==> src/rtl/rtc_pkg.sv <==
// rtc_pkg: shared definitions for the RTC bus sequencer.
//   state_t    - sequencer states
//   ADDR_*     - RTC register addresses
//   N_ACC      - accesses per burst (9 with RTC_TIMER_EN defined, else 6)
//   rtc_addr() - access index to RTC register address
// Build option: define RTC_TIMER_EN to include the three timer registers.
package rtc_pkg;

  typedef enum logic [3:0] {
    IDLE,
    A_SU,
    A_STB,
    A_HD,
    D_SU,
    D_STB,
    D_HD,
    NEXT,
    DONE
  } state_t;

  localparam logic [7:0] ADDR_SEG = 8'h21;
  localparam logic [7:0] ADDR_MIN = 8'h22;
  localparam logic [7:0] ADDR_HOR = 8'h23;
  localparam logic [7:0] ADDR_DIA = 8'h24;
  localparam logic [7:0] ADDR_MES = 8'h25;
  localparam logic [7:0] ADDR_ANO = 8'h26;
  localparam logic [7:0] ADDR_TS  = 8'h41;
  localparam logic [7:0] ADDR_TM  = 8'h42;
  localparam logic [7:0] ADDR_TH  = 8'h43;

`ifdef RTC_TIMER_EN
  localparam int N_ACC = 9;
`else
  localparam int N_ACC = 6;
`endif

  // Access order: date/time first (seconds upward), then the timer.
  function automatic logic [7:0] rtc_addr(input logic [3:0] idx);
    logic [7:0] a;
    case (idx)
      4'd0:    a = ADDR_SEG;
      4'd1:    a = ADDR_MIN;
      4'd2:    a = ADDR_HOR;
      4'd3:    a = ADDR_DIA;
      4'd4:    a = ADDR_MES;
      4'd5:    a = ADDR_ANO;
      4'd6:    a = ADDR_TS;
      4'd7:    a = ADDR_TM;
      4'd8:    a = ADDR_TH;
      default: a = 8'h00;
    endcase
    return a;
  endfunction

endpackage

==> src/rtl/rtc_bus_phase.sv <==
// rtc_bus_phase: cycle counter for one setup/strobe/hold phase.
//   clk, reset  - clock, synchronous active-high reset
//   restart     - hold the counter at zero (sequencer not in a timed state)
//   len         - length of the current phase in cycles (>=1)
//   phase_done  - high on the last cycle of the current phase
// The counter returns to zero on phase_done, so back-to-back phases of
// different lengths chain without an idle cycle.
module rtc_bus_phase (
  input  logic       clk,
  input  logic       reset,
  input  logic       restart,
  input  logic [7:0] len,
  output logic       phase_done
);

  logic [7:0] count_reg;

  assign phase_done = !restart && (count_reg == len - 8'd1);

  always_ff @(posedge clk) begin
    if (reset || restart || phase_done) begin
      count_reg <= 8'd0;
    end else begin
      count_reg <= count_reg + 8'd1;
    end
  end

endmodule

==> src/rtl/rtc_bus_ctrl.sv <==
// rtc_bus_ctrl: writes latched date/time(/timer) bytes into an external RTC
// over a multiplexed address/data bus, or reads them back.
//   clk, reset              - clock, synchronous active-high reset
//   escribir / leer         - start write / read burst (sampled in IDLE, write wins)
//   ano..st                 - bytes to write
//   anole..stle             - bytes read back (updated together at burst end)
//   Listo_es                - burst complete, held until next start
//   ad_out, ad_in, ad_oe    - multiplexed bus (driven value, sampled value, enable)
//   cs_n, rd_n, wr_n, a_d   - RTC chip select, strobes, address(0)/data(1) select
// Build option: RTC_TIMER_EN adds the timer registers (ht/mt/st) to each burst.
module rtc_bus_ctrl
  import rtc_pkg::*;
#(
  parameter int T_SU  = 1,
  parameter int T_STB = 4,
  parameter int T_HD  = 1
) (
  input  logic       clk,
  input  logic       reset,
  input  logic       escribir,
  input  logic       leer,
  input  logic [7:0] ano,
  input  logic [7:0] mes,
  input  logic [7:0] dia,
  input  logic [7:0] horas,
  input  logic [7:0] minutos,
  input  logic [7:0] segundos,
  input  logic [7:0] ht,
  input  logic [7:0] mt,
  input  logic [7:0] st,
  output logic [7:0] anole,
  output logic [7:0] mesle,
  output logic [7:0] diale,
  output logic [7:0] horasle,
  output logic [7:0] minutosle,
  output logic [7:0] segundosle,
  output logic [7:0] htle,
  output logic [7:0] mtle,
  output logic [7:0] stle,
  output logic       Listo_es,
  output logic [7:0] ad_out,
  input  logic [7:0] ad_in,
  output logic       ad_oe,
  output logic       cs_n,
  output logic       rd_n,
  output logic       wr_n,
  output logic       a_d
);

  state_t     state_reg;
  logic [3:0] idx_reg;
  logic       op_read_reg;
  logic       phase_done;
  logic       phase_restart;
  logic [7:0] phase_len;
  logic [7:0] src_byte;
  logic [7:0] shadow [N_ACC];

  always_comb begin
    phase_len     = 8'd1;
    phase_restart = 1'b0;
    case (state_reg)
      A_SU, D_SU:   phase_len = 8'(T_SU);
      A_STB, D_STB: phase_len = 8'(T_STB);
      A_HD, D_HD:   phase_len = 8'(T_HD);
      default:      phase_restart = 1'b1;
    endcase
  end

  rtc_bus_phase u_phase (
    .clk        (clk),
    .reset      (reset),
    .restart    (phase_restart),
    .len        (phase_len),
    .phase_done (phase_done)
  );

  always_comb begin
    src_byte = 8'h00;
    case (idx_reg)
      4'd0: src_byte = segundos;
      4'd1: src_byte = minutos;
      4'd2: src_byte = horas;
      4'd3: src_byte = dia;
      4'd4: src_byte = mes;
      4'd5: src_byte = ano;
`ifdef RTC_TIMER_EN
      4'd6: src_byte = st;
      4'd7: src_byte = mt;
      4'd8: src_byte = ht;
`endif
      default: src_byte = 8'h00;
    endcase
  end

`ifndef RTC_TIMER_EN
  logic unused_timer;
  assign unused_timer = ^{ht, mt, st};
`endif

  // Bus outputs are set on the transition into each state so they come
  // straight from flops.
  always_ff @(posedge clk) begin
    if (reset) begin
      state_reg   <= IDLE;
      idx_reg     <= 4'd0;
      op_read_reg <= 1'b0;
      Listo_es    <= 1'b0;
      ad_out      <= 8'h00;
      ad_oe       <= 1'b0;
      cs_n        <= 1'b1;
      rd_n        <= 1'b1;
      wr_n        <= 1'b1;
      a_d         <= 1'b1;
    end else begin
      case (state_reg)
        IDLE: begin
          if (escribir || leer) begin
            op_read_reg <= !escribir;
            Listo_es    <= 1'b0;
            idx_reg     <= 4'd0;
            state_reg   <= A_SU;
            a_d         <= 1'b0;
            ad_oe       <= 1'b1;
            ad_out      <= rtc_addr(4'd0);
            cs_n        <= 1'b0;
          end
        end
        A_SU: if (phase_done) begin
          state_reg <= A_STB;
          wr_n      <= 1'b0;
        end
        A_STB: if (phase_done) begin
          state_reg <= A_HD;
          wr_n      <= 1'b1;
        end
        A_HD: if (phase_done) begin
          // Source byte is sampled here, at the start of the data phase.
          state_reg <= D_SU;
          a_d       <= 1'b1;
          ad_oe     <= !op_read_reg;
          if (!op_read_reg) ad_out <= src_byte;
        end
        D_SU: if (phase_done) begin
          state_reg <= D_STB;
          if (op_read_reg) rd_n <= 1'b0;
          else             wr_n <= 1'b0;
        end
        D_STB: if (phase_done) begin
          state_reg <= D_HD;
          rd_n      <= 1'b1;
          wr_n      <= 1'b1;
        end
        D_HD: if (phase_done) begin
          state_reg <= NEXT;
          cs_n      <= 1'b1;
          ad_oe     <= 1'b0;
        end
        NEXT: begin
          if (idx_reg == 4'(N_ACC - 1)) begin
            state_reg <= DONE;
            idx_reg   <= 4'd0;
          end else begin
            idx_reg   <= idx_reg + 4'd1;
            state_reg <= A_SU;
            cs_n      <= 1'b0;
            a_d       <= 1'b0;
            ad_oe     <= 1'b1;
            ad_out    <= rtc_addr(idx_reg + 4'd1);
          end
        end
        DONE: begin
          Listo_es  <= 1'b1;
          state_reg <= IDLE;
        end
        default: state_reg <= IDLE;
      endcase
    end
  end

  // One shadow byte per access; captured on the final strobe cycle so the
  // RTC has had the full strobe width to drive the bus.
  genvar gi;
  generate
    for (gi = 0; gi < N_ACC; gi++) begin : g_shadow
      logic [7:0] sh_reg;
      always_ff @(posedge clk) begin
        if (reset) begin
          sh_reg <= 8'h00;
        end else if (state_reg == D_STB && phase_done && op_read_reg &&
                     idx_reg == 4'(gi)) begin
          sh_reg <= ad_in;
        end
      end
      assign shadow[gi] = sh_reg;
    end
  endgenerate

  // All read-back bytes change on one edge so the PicoBlaze never sees a
  // mix of old and new values.
  always_ff @(posedge clk) begin
    if (reset) begin
      segundosle <= 8'h00;
      minutosle  <= 8'h00;
      horasle    <= 8'h00;
      diale      <= 8'h00;
      mesle      <= 8'h00;
      anole      <= 8'h00;
    end else if (state_reg == DONE && op_read_reg) begin
      segundosle <= shadow[0];
      minutosle  <= shadow[1];
      horasle    <= shadow[2];
      diale      <= shadow[3];
      mesle      <= shadow[4];
      anole      <= shadow[5];
    end
  end

`ifdef RTC_TIMER_EN
  always_ff @(posedge clk) begin
    if (reset) begin
      stle <= 8'h00;
      mtle <= 8'h00;
      htle <= 8'h00;
    end else if (state_reg == DONE && op_read_reg) begin
      stle <= shadow[6];
      mtle <= shadow[7];
      htle <= shadow[8];
    end
  end
`else
  assign stle = 8'h00;
  assign mtle = 8'h00;
  assign htle = 8'h00;
`endif

endmodule

==> config.mk <==
export PLATFORM = sky130hd
export DESIGN_NAME = rtc_bus_ctrl
export DESIGN_NICKNAME = d
export VERILOG_FILES = /design/src/rtl/rtc_pkg.sv /design/src/rtl/rtc_bus_phase.sv /design/src/rtl/rtc_bus_ctrl.sv
export SDC_FILE = /design/constraint.sdc
export NUM_CORES = 1
export LEC_CHECK = 0
export ABC_AREA = 0
export BUFFER_PORTS_ARGS = -buffer_cell sky130_fd_sc_hd__buf_2
export CORE_ASPECT_RATIO = 0.7
export CORE_MARGIN = 10
export CORE_UTILIZATION = 45
export CTS_CLUSTER_DIAMETER = 50
export DETAILED_ROUTE_END_ITERATION = 10
export PLACE_DENSITY = 0.74
export SLEW_MARGIN = 30
export SYNTH_ARGS = -nofsm -noshare
export SYNTH_HDL_FRONTEND = slang
export SYNTH_SLANG_ARGS = --single-unit
==> constraint.sdc <==
create_clock -name clk -period 5.3 [get_ports clk]
set_clock_uncertainty 0.05 [all_clocks]
set_input_delay 0.795 -clock clk [delete_from_list [all_inputs] [get_ports clk]]
set_output_delay 0.795 -clock clk [all_outputs]
set_load 0.03 [all_outputs]
After elaboration in Yosys (flattened, before gate mapping)
Memories as Yosys holds them, arrays and structs flattened.
Cells that the tools add are included.
{ "word_totals": {"ff_bits": 127, "romBits": 80, "input_bits": 84, "out_inout_bits": 86, "elab_cells": 126, "n_memories": 1} }
{ "classes": {"n_addsub": 3, "n_eq_ne": 26, "n_mux": 37, "reduce_logical": 36} }
{ "mem_list": {"columns": ["memory", "depth", "word_bits", "read_ports", "rd_clocked_by_memory_dff", "write_ports", "line_no", "rtl"], "rows": [
  ["(no name shown)", 16, 5, 1, 0, 0, "rtc_pkg.sv:40", "case (idx)"]
]} }
{ "ops": {"columns": ["op", "n"], "rows": [
  ["8-bit one-hot mux with 6 select lines", 1],
  ["4-bit two-way mux", 10],
  ["8-bit two-way mux", 4],
  ["4-bit one-hot mux with 8 select lines", 1],
  ["4-bit by 3-bit equality test with 1-bit output, second input constant", 6],
  ["8-bit one-hot mux with 3 select lines", 1],
  ["2-bit != test, second input constant", 11],
  ["4-bit by 2-bit equality test with 1-bit output, second input constant", 4],
  ["5-bit AND reduction", 3],
  ["1-bit two-way mux", 12],
  ["4-bit AND reduction", 3],
  ["1-bit logical AND", 10],
  ["1-bit one-hot mux with 3 select lines", 3],
  ["3-bit nonzero test", 3],
  ["8-bit by 1-bit adder with 8-bit output, second input constant", 1],
  ["4-bit by 1-bit equality test with 1-bit output, second input constant", 2],
  ["8-bit equality test", 1],
  ["4-bit zero test", 2],
  ["4-bit one-hot mux with 2 select lines", 1],
  ["7-bit AND reduction", 1],
  ["2-bit AND reduction", 3],
  ["2-bit nonzero test", 3],
  ["6-bit OR reduction", 1],
  ["4-bit by 1-bit adder with 4-bit output, second input constant", 1],
  ["other kinds (10)", 14]
]} }

Depth between registers and ports, before layout
Gate-level depths: netlist of the first run.
{ "logic_depth": {"ltp_word": 9, "depth_mapped": 10, "mapped_depth_nobuf": 7} }

Hierarchy
From an unflattened synthesis of the first run, not the netlist that was laid out.
{ "hier_totals": {"hier_cells": 730, "hier_area_um2": 5904.4} }
{ "modules_own_cells": {"columns": ["module", "instances", "cells_each", "area_per_inst_um2", "seq_area_each_um2"], "rows": [
  ["rtc_bus_ctrl", 1, 656, 5283.8, 2382.3],
  ["rtc_bus_phase", 1, 74, 620.6, 160.2]
]} }

Least setup slack after synthesis of the first run
No wires, ideal clock.
{ "synth_timing": {"kind": "flip-flop to flip-flop", "startpoint": "reg idx_reg[0]", "endpoint": "reg ad_out[1]", "setup_ns": 0.059, "arrival_ns": 2.225, "required_time_ns": 5.191, "path_slack_ns": 2.966, "path_stages_with_launch": 9, "n_path_buf": 1, "synth_period_minus_slack_ns": 2.334, "path_cell_list": "dfxtp_1 > inv_1 > ha_1 > clkbuf_1 > o21bai_1 > a2111oi_0 > a22oi_1 > nor2_1 > mux2_2"} }
{ "synth_between": {"elab_chain_cells": 5, "word_cells_on_any_way": 15, "classes_between": "add/sub (1); eq/ne (6); mux (5); reduce/logical (2); memory (1)"} }
{ "synth_lines": {"columns": ["element", "line_no", "rtl"], "rows": [
  ["start: declaration", "rtc_bus_ctrl.sv:51", "logic [3:0] idx_reg;"],
  ["start signal: assignment", "rtc_bus_ctrl.sv:164", "idx_reg <= idx_reg + 4'd1;"],
  ["parallel branches: the longest is 5 deep, another holds memory read 16 x 5 bit", null, null],
  ["end signal: assignment", "rtc_bus_ctrl.sv:125", "ad_out <= rtc_addr(4'd0);"],
  ["end signal: assignment", "rtc_bus_ctrl.sv:142", "if (!op_read_reg) ad_out <= src_byte;"],
  ["end signal: assignment", "rtc_bus_ctrl.sv:169", "ad_out <= rtc_addr(idx_reg + 4'd1);"],
  ["end: declaration", "rtc_bus_ctrl.sv:41", "output logic [7:0] ad_out,"]
]} }
Several ways; the timed one is not identified. The select of a mux whose other input is x is not followed.
A chain may end at the register's enable or synchronous reset.

Worst setup path after layout of the first run
{ "layout_timing": {"startpoint": "reg state_reg[3]", "endpoint": "reg g_shadow[4].sh_reg[2]"} }
{ "layout_between": {"elab_chain_cells": 9, "word_cells_on_any_way": 15, "classes_between": "add/sub (1); eq/ne (7); mux (1); reduce/logical (6)"} }
{ "layout_lines": {"columns": ["element", "line_no", "rtl"], "rows": [
  ["start: declaration", "rtc_bus_ctrl.sv:50", "state_t state_reg;"],
  ["start signal: assignment", "rtc_bus_ctrl.sv:105", "state_reg <= IDLE;"],
  ["start signal: assignment", "rtc_bus_ctrl.sv:122", "state_reg <= A_SU;"],
  ["start signal: assignment", "rtc_bus_ctrl.sv:130", "state_reg <= A_STB;"],
  ["4-bit by 3-bit equality test with 1-bit output or 4-bit by 2-bit equality test with 1-bit output (tied branches)", "rtc_bus_ctrl.sv:62, rtc_bus_ctrl.sv:190", null],
  ["2-bit OR reduction (no line)", null, null],
  ["3-bit two-way mux", "rtc_bus_ctrl.sv:62", "case (state_reg)"],
  ["3-bit by 1-bit subtractor with 4-bit output", "rtc_bus_phase.sv:18", "assign phase_done = !restart && (count_reg == len - 8'd1);"],
  ["8-bit equality test", "rtc_bus_phase.sv:18", null],
  ["1-bit logical AND", "rtc_bus_phase.sv:18", null],
  ["1-bit logical AND * (3 in a row)", "rtc_bus_ctrl.sv:190", "end else if (state_reg == D_STB && phase_done && op_read_reg &&"],
  ["end signal: assignment", "rtc_bus_ctrl.sv:192", "sh_reg <= ad_in;"],
  ["end: declaration", "rtc_bus_ctrl.sv:186", "logic [7:0] sh_reg;"]
]} }
Every way passes the cells marked *; elsewhere a longest branch is shown, timed or not.

==> qor.tcl, run 1 <==
set qor(ys_async_sr_fraction_pct) 0
set qor(critical_path_buf_inv_count) 0
set qor(viasPerCell) 5.21
set qor(insertion_delay_ps) 410
set qor(hold_path_class) {flop to flop}
set qor(wire_length_of_the_first_global_routing_pass_um) 25100
set qor(fp.coreArea_um2) 12500
set qor(mappedNetlistArea_um2) 5790
set qor(synth_top_cell_area_share_pct) 43.9
set qor(required_ps) 5510
set qor(setup.reg_to_reg.worst_slack_ps) 2060
set qor(cts_hold_repair_buffers) 0
set qor(synth_enable_flop_cells) 0
set qor(yosysUniqueCellTypes) 58
set qor(insertedDiodeCount) 0
set qor(wl_per_cell_um) 16.3
set qor(sequential_element_share_of_the_synthesized_area_pct) 43.9
set qor(grt_antenna_before_repair) 0
set qor(timing.setup.tns_ps) 0
set qor(grt_util_all_layers_pct) 17.0
set qor(avgSynthCellArea_um2) 8.55
set qor(placementRows) 34
set qor(worst_setup_hold_path_clk_slew_ps) 60
set qor(p_per_area_nw_per_um2) 392
set qor(synthTopCellsByArea) {sky130_fd_sc_hd__dfxtp_1 (44%), sky130_fd_sc_hd__mux2i_1 (9.3%), sky130_fd_sc_hd__nand2_1 (7.8%)}
set qor(timing.critical_path.arrival_ps) 3450
set qor(timing_worst_setup_path_type) {flop to flop}
set qor(fillerInstances) 1186
set qor(die-width_um) 156
set qor(tritoncts) {yes}
set qor(ioPinCount) 170
set qor(report.final.hold_viol_count) 0
set qor(area_delta_synth_final_pct) 19.8
set qor(timing.critical_path.cells) {nor2b_1 -> a2111o_1 -> a2111oi_4 -> mux2i_1 -> nor2_1}
set qor(max-slew-margin-rel_pct) 37.2
set qor(post-synth-top-area-cell) {sky130_fd_sc_hd__dfxtp_1}
set qor(final_core_utilization_pct) 55.4
set qor(ys_seq_elements) 127
set qor(max_clock_freq_mhz) 309
set qor(timing.critical_path.slowest_cell_delay_ps) 890
set qor(port-buffer-count) 121
set qor(detailed_place_hpwl_um) 10500
set qor(cts.repair_timing.setup_buffer_count) 0
set qor(post-route-min-period_ps) 3240
set qor(setup_viol) 0
set qor(synth_common_cells) {sky130_fd_sc_hd__dfxtp_1 (127), sky130_fd_sc_hd__nand2_1 (120), sky130_fd_sc_hd__nor2_1 (74), sky130_fd_sc_hd__a21oi_1 (73), sky130_fd_sc_hd__mux2i_1 (54)}
set qor(worst_pin_slew_ps) 941
set qor(grt_overflow_total) 0
set qor(clkSinkCount) 127
set qor(clockBufferDepth) 2
set qor(cts_inserted_buffers) 17
set qor(post_route_cells_drive_above_1_share_pct) 22.0
set qor(detailed_route_iter0_violations) 363
set qor(worstHoldPathCells) 2
set qor(post_synth_inst_count) 677
set qor(worstRegToRegCells) 5
set qor(crit-reg2reg-capture) {g_shadow[4].sh_reg[2]}
set qor(die_area_um2) 17900
set qor(slew_viol_final) 0
set qor(dr.pass1.iters) 7
set qor(vdd.ir_drop.worst_uv) 255
set qor(ys.flop_type) {sky130_fd_sc_hd__dfxtp_1}
set qor(largest_reg_flops) 48
set qor(postRouteWirelength_um) 15400
set qor(finalNetCount) 862
set qor(ys.warnings.count) 0
set qor(grt_pass1_vias) 4700
set qor(detailroute.via_count) 4927
set qor(ctsHtreeMaxLevel) 4
set qor(cts_repair_resize_count) 0
set qor(timing.hold.worst.start) {diale[1]}
set qor(final_cycle_share_pct) 61.1
set qor(maximum_number_of_pins_on_one_net_before_global_route_repair) 66
set qor(die_height_um) 115
set qor(cts_root_buf) {sky130_fd_sc_hd__clkbuf_16}
set qor(synthMostInstantiatedCell) {sky130_fd_sc_hd__dfxtp_1}
set qor(cpMaxStageDelayCell) {sky130_fd_sc_hd__a2111oi_4}
set qor(rsz_0062_raised_after_global_routing) {false}
set qor(cp_max_fanout) 24
set qor(run_status) {completed}
set qor(power_leakage_nw) 2.71
set qor(critPathCaptureType) {flop}
set qor(critical_path.startpoint_type) {flop}
set qor(detail-route-antenna-nets) 0
set qor(start_util_pct) 46.3
set qor(max_cap_viol_count) 0
set qor(critical_path.reg2reg.startpoint) {state_reg[3]}
set qor(gp_routability_congestion) 0.830
set qor(critical_path.top_delay_family) {compound AO/OA/AOI/OAI gates}
set qor(whs_endpoint) {diale[1]}
set qor(detail_route.drc_violations) 0
-- cell usage in the layout (no fill, tap or decap), drive strengths merged, types with 7 or more instances in the layout --
cell type  count
a22oi         17
conb          24
a211oi         9
nor2b          7
mux2i         54
clkinv         7
ha             7
nand2        121
dfxtp        127
a21oi         73
nand3         15
inv           11
buf          124
nor2          74
a222oi         8
o21ai          8
clkbuf        17
-- through the flow --
step	total power, W	worst slack (ps)	cell area (µm²)	cells	hold slack [ps]
6_report	0.00272	2060	6930	945	399
3_3_place_gp	0.00157	2130	6340	914	388
4_1_cts	0.00273	2040	6930	945	402
5_1_grt	0.00283	1810	6930	945	420
2_1_floorplan	0.00146	2970	5870	700	381
3_5_place_dp	0.00157	2070	6350	914	393
-- cells by family after synthesis --
group,share of synthesized area (%)
AND/OR/NAND/NOR,19.8
AO/OA/AOI/OAI,16.7
flip-flops,43.9
buffers and inverters,7.03
multiplexers,9.93
adder cells (fa/ha/maj),1.51
XOR/XNOR,1.06
other,0.0648
-- worst register-to-register path, stage by stage, from the launching register on --
cell                        delay [ps]
sky130_fd_sc_hd__dfxtp_1           830
sky130_fd_sc_hd__nor2b_1           260
sky130_fd_sc_hd__a2111o_1          740
sky130_fd_sc_hd__a2111oi_4         890
sky130_fd_sc_hd__mux2i_1           280
sky130_fd_sc_hd__nor2_1             60
-- layout make-up --
type | instances | area (µm²) | area share, %
Multi-Input combinational cell | 493 | 2940 | 42.4
Sequential cell | 127 | 2540 | 36.7
Timing Repair Buffer | 124 | 631 | 9.10
Clock buffer | 17 | 425 | 6.14
Tap cell | 162 | 203 | 2.92
Clock inverter | 14 | 161 | 2.33
Inverter | 8 | 30.0 | 0.433
-- report_power, final --
part / internal [W] / leakage, nW / switching [W]
combinational: 0.000183 / 1.40 / 0.000321
clock: 0.000698 / 0.282 / 0.000456
sequential: 0.000992 / 1.03 / 0.0000646
-- metal layers --
metal	track usage, %	wire length (µm)
met5	0	0
met2	25.6	6820
met1	23.4	7410
met4	4.29	82
met3	4.70	1120
-- worst max-delay path by stage --
| stage | depth (start not counted) | slack, ps | from | end |
|---|---|---|---|---|
| 2_1_floorplan | 8 | 2970 | idx_reg[0] | ad_out[1] |
| 3_3_place_gp | 5 | 2130 | state_reg[3] | g_shadow[4].sh_reg[3] |
| 3_5_place_dp | 5 | 2070 | state_reg[3] | g_shadow[4].sh_reg[2] |
| 4_1_cts | 5 | 2040 | state_reg[3] | g_shadow[4].sh_reg[2] |
| 5_1_grt | 5 | 1810 | state_reg[3] | g_shadow[4].sh_reg[2] |
| 6_report | 5 | 2060 | state_reg[3] | g_shadow[4].sh_reg[2] |
Power figures use the tool's default switching activity.
==> run 2, diff against run 1 <==
- clock period: 5.3 -> 3.1 ns (I/O delays scaled with it)
==> qor.tcl, run 2 (same netlist as run 1, synthesis figures left out) <==
set qor(run_status) {completed} ;# unchanged
set qor(largest_reg_flops) 48 ;# unchanged
set qor(timing.critical_path.mode_cell) {sky130_fd_sc_hd__buf_4}
set qor(cts_repair_resize_count) 0 ;# unchanged
set qor(layout_setup_ws_ps) 465 ;# was 2060 ps
set qor(rsz_0062_raised_after_global_routing) {false} ;# unchanged
set qor(worstHoldPathCells) 2 ;# unchanged
set qor(detailed_route_iter0_violations) 280 ;# was 363
set qor(vdd.ir_drop.worst_uv) 525 ;# was 255 µV
set qor(power_leakage_nw) 2.81 ;# was 2.71 nW
set qor(report.final.hold_viol_count) 0 ;# unchanged
set qor(timing_worst_setup_path_type) {flop to flop} ;# unchanged
set qor(setup_viol) 0 ;# unchanged
set qor(p_per_area_nw_per_um2) 678 ;# was 392 nW/µm²
set qor(gp_routability_congestion) 0.845 ;# was 0.830
set qor(number_of_standard_cells_in_the_layout_taps_in_and_fillers_out) 962 ;# was 945
set qor(multi_input_comb_area_um2) 2930 ;# was 2940 µm²
set qor(start_util_pct) 46.3 ;# unchanged
set qor(viasPerCell) 5.22 ;# was 5.21
set qor(crit-reg2reg-capture) {g_shadow[4].sh_reg[4]} ;# was g_shadow[4].sh_reg[2]
set qor(worst_setup_hold_path_clk_slew_ps) 60 ;# about the same
set qor(port-buffer-count) 121 ;# unchanged
set qor(cts_root_buf) {sky130_fd_sc_hd__clkbuf_16} ;# unchanged
set qor(die_height_um) 115 ;# unchanged
set qor(design_power_total_w) 0.00480 ;# was 0.00272 W
set qor(critPathCaptureType) {flop} ;# unchanged
set qor(postRouteWirelength_um) 15400 ;# about the same
set qor(detailroute.via_count) 5020 ;# was 4927
set qor(clkSinkCount) 127 ;# unchanged
set qor(critical_path.top_delay_family) {compound AO/OA/AOI/OAI gates} ;# unchanged
set qor(timing.setup.tns_ps) 0 ;# unchanged
set qor(critical_path.reg2reg.startpoint) {state_reg[2]} ;# was state_reg[3]
set qor(final_cycle_share_pct) 85.0 ;# was 61.1%
set qor(detail-route-antenna-nets) 0 ;# unchanged
set qor(detailed_place_hpwl_um) 10800 ;# was 10500 µm
set qor(mostFrequentLayoutCell) {sky130_fd_sc_hd__dfxtp_1} ;# unchanged
set qor(max_clock_freq_mhz) 380 ;# was 309 MHz
set qor(grt_antenna_before_repair) 0 ;# unchanged
set qor(grt_pass1_vias) 4696 ;# was 4700
set qor(cp_max_fanout) 22 ;# was 24
set qor(placementRows) 34 ;# unchanged
set qor(cpMaxStageDelayCell) {sky130_fd_sc_hd__dfxtp_1} ;# was sky130_fd_sc_hd__a2111oi_4
set qor(fp.coreArea_um2) 12500 ;# unchanged
set qor(regArea_um2) 2540 ;# unchanged
set qor(ctsHtreeMaxLevel) 4 ;# unchanged
set qor(clockBufferDepth) 2 ;# unchanged
set qor(post-route-min-period_ps) 2630 ;# was 3240 ps
set qor(slew_viol_final) 0 ;# unchanged
set qor(wire_length_of_the_first_global_routing_pass_um) 25100 ;# about the same
set qor(detailedPlace.worstSlack_ps) 475 ;# was 2070 ps
set qor(max_cap_viol_count) 0 ;# unchanged
set qor(ioPinCount) 170 ;# unchanged
set qor(critical_path_buf_inv_count) 2 ;# was 0
set qor(die-width_um) 156 ;# unchanged
set qor(required_ps) 3340 ;# was 5510 ps
set qor(timing.hold.worst.start) {escribir} ;# was diale[1]
set qor(cts.repair_timing.setup_buffer_count) 0 ;# unchanged
set qor(detail_route.drc_violations) 0 ;# unchanged
set qor(timing.hold.ws_ps) 223 ;# was 399 ps
set qor(grt_util_all_layers_pct) 17.1 ;# was 17.0%
set qor(critical_path.startpoint_type) {flop} ;# unchanged
set qor(setup.reg_to_reg.worst_slack_ps) 470 ;# was 2060 ps
set qor(dpl.cell_count) 930 ;# was 914
set qor(insertedDiodeCount) 0 ;# unchanged
set qor(fillerInstances) 1159 ;# was 1186
set qor(worstRegToRegCells) 7 ;# was 5
set qor(timing.critical_path.cells) {or3b_1 -> a211o_1 -> buf_4 -> a2111oi_4 -> buf_4 -> mux2i_1 -> nor2_1} ;# was nor2b_1 -> a2111o_1 -> a2111oi_4 -> mux2i_1 -> nor2_1
set qor(finalNetCount) 878 ;# was 862
set qor(grt_overflow_total) 0 ;# unchanged
set qor(insertion_delay_ps) 410 ;# about the same
set qor(die_area_um2) 17900 ;# unchanged
set qor(whs_endpoint) {op_read_reg} ;# was diale[1]
set qor(most-common-layout-cells) {sky130_fd_sc_hd__dfxtp_1 (127), sky130_fd_sc_hd__nand2_1 (120), sky130_fd_sc_hd__buf_2 (120)} ;# unchanged
set qor(cts_hold_repair_buffers) 0 ;# unchanged
set qor(maximum_number_of_pins_on_one_net_before_global_route_repair) 49 ;# was 66
set qor(timing.critical_path.arrival_ps) 2870 ;# was 3450 ps
set qor(post_route_cells_drive_above_1_share_pct) 23.6 ;# was 22.0%
set qor(timing.critical_path.slowest_cell_delay_ps) 500 ;# was 890 ps
set qor(max-slew-margin-rel_pct) 50.6 ;# was 37.2%
set qor(dr.pass1.iters) 5 ;# was 7
set qor(tritoncts) {yes} ;# unchanged
set qor(area_delta_synth_final_pct) 22.4 ;# was 19.8%
set qor(hold_path_class) {primary input to flop} ;# was flop to flop
set qor(wl_per_cell_um) 16.0 ;# was 16.3 µm
set qor(cts_inserted_buffers) 17 ;# unchanged
set qor(worst_pin_slew_ps) 741 ;# was 941 ps
==> run 2: how the worst max path moves through the flow <==
stage	slack, ps	cells after the start	end	startpoint
CTS	470	7	g_shadow[4].sh_reg[1]	state_reg[2]
floorplan	770	8	ad_out[1]	idx_reg[0]
global placement	520	7	g_shadow[4].sh_reg[6]	state_reg[2]
detailed placement	470	7	g_shadow[4].sh_reg[1]	state_reg[2]
global route	320	7	u_phase.count_reg[6]	state_reg[0]
finish	470	7	g_shadow[4].sh_reg[4]	state_reg[2]
==> run 2: power breakdown <==
group          internal (W)  total (W)  switching [W]
Combinational      0.000353   0.000941       0.000589
Sequential          0.00170    0.00177      0.0000769
Clock               0.00129    0.00209       0.000797
Total               0.00334    0.00480        0.00146
==> run 2: layout make-up <==
class                           count  share of cell area, %
Sequential cell                   127                   35.9
Clock inverter                     15                   2.81
Multi-Input combinational cell    493                   41.4
Tap cell                          162                   2.86
Inverter                            8                  0.424
Timing Repair Buffer              140                   10.6
Clock buffer                       17                   6.01
==> run 2: through the flow <==
step                      util, %  instance area [µm²]
after floorplan                 -                 5870
after global placement       51.6                 6460
after detailed placement     51.6                 6460
after CTS                    56.6                 7080
after global routing         56.6                 7080
final                        56.6                 7080
==> run 2: metal layers <==
layer	vias up	share of wire [%]	global-route usage, %
li1	2517	-	-
met1	2339	48	23.6
met2	155	44	25.0
met3	9	7.5	5.04
met4	0	0.65	5.29
met5	-	0	0
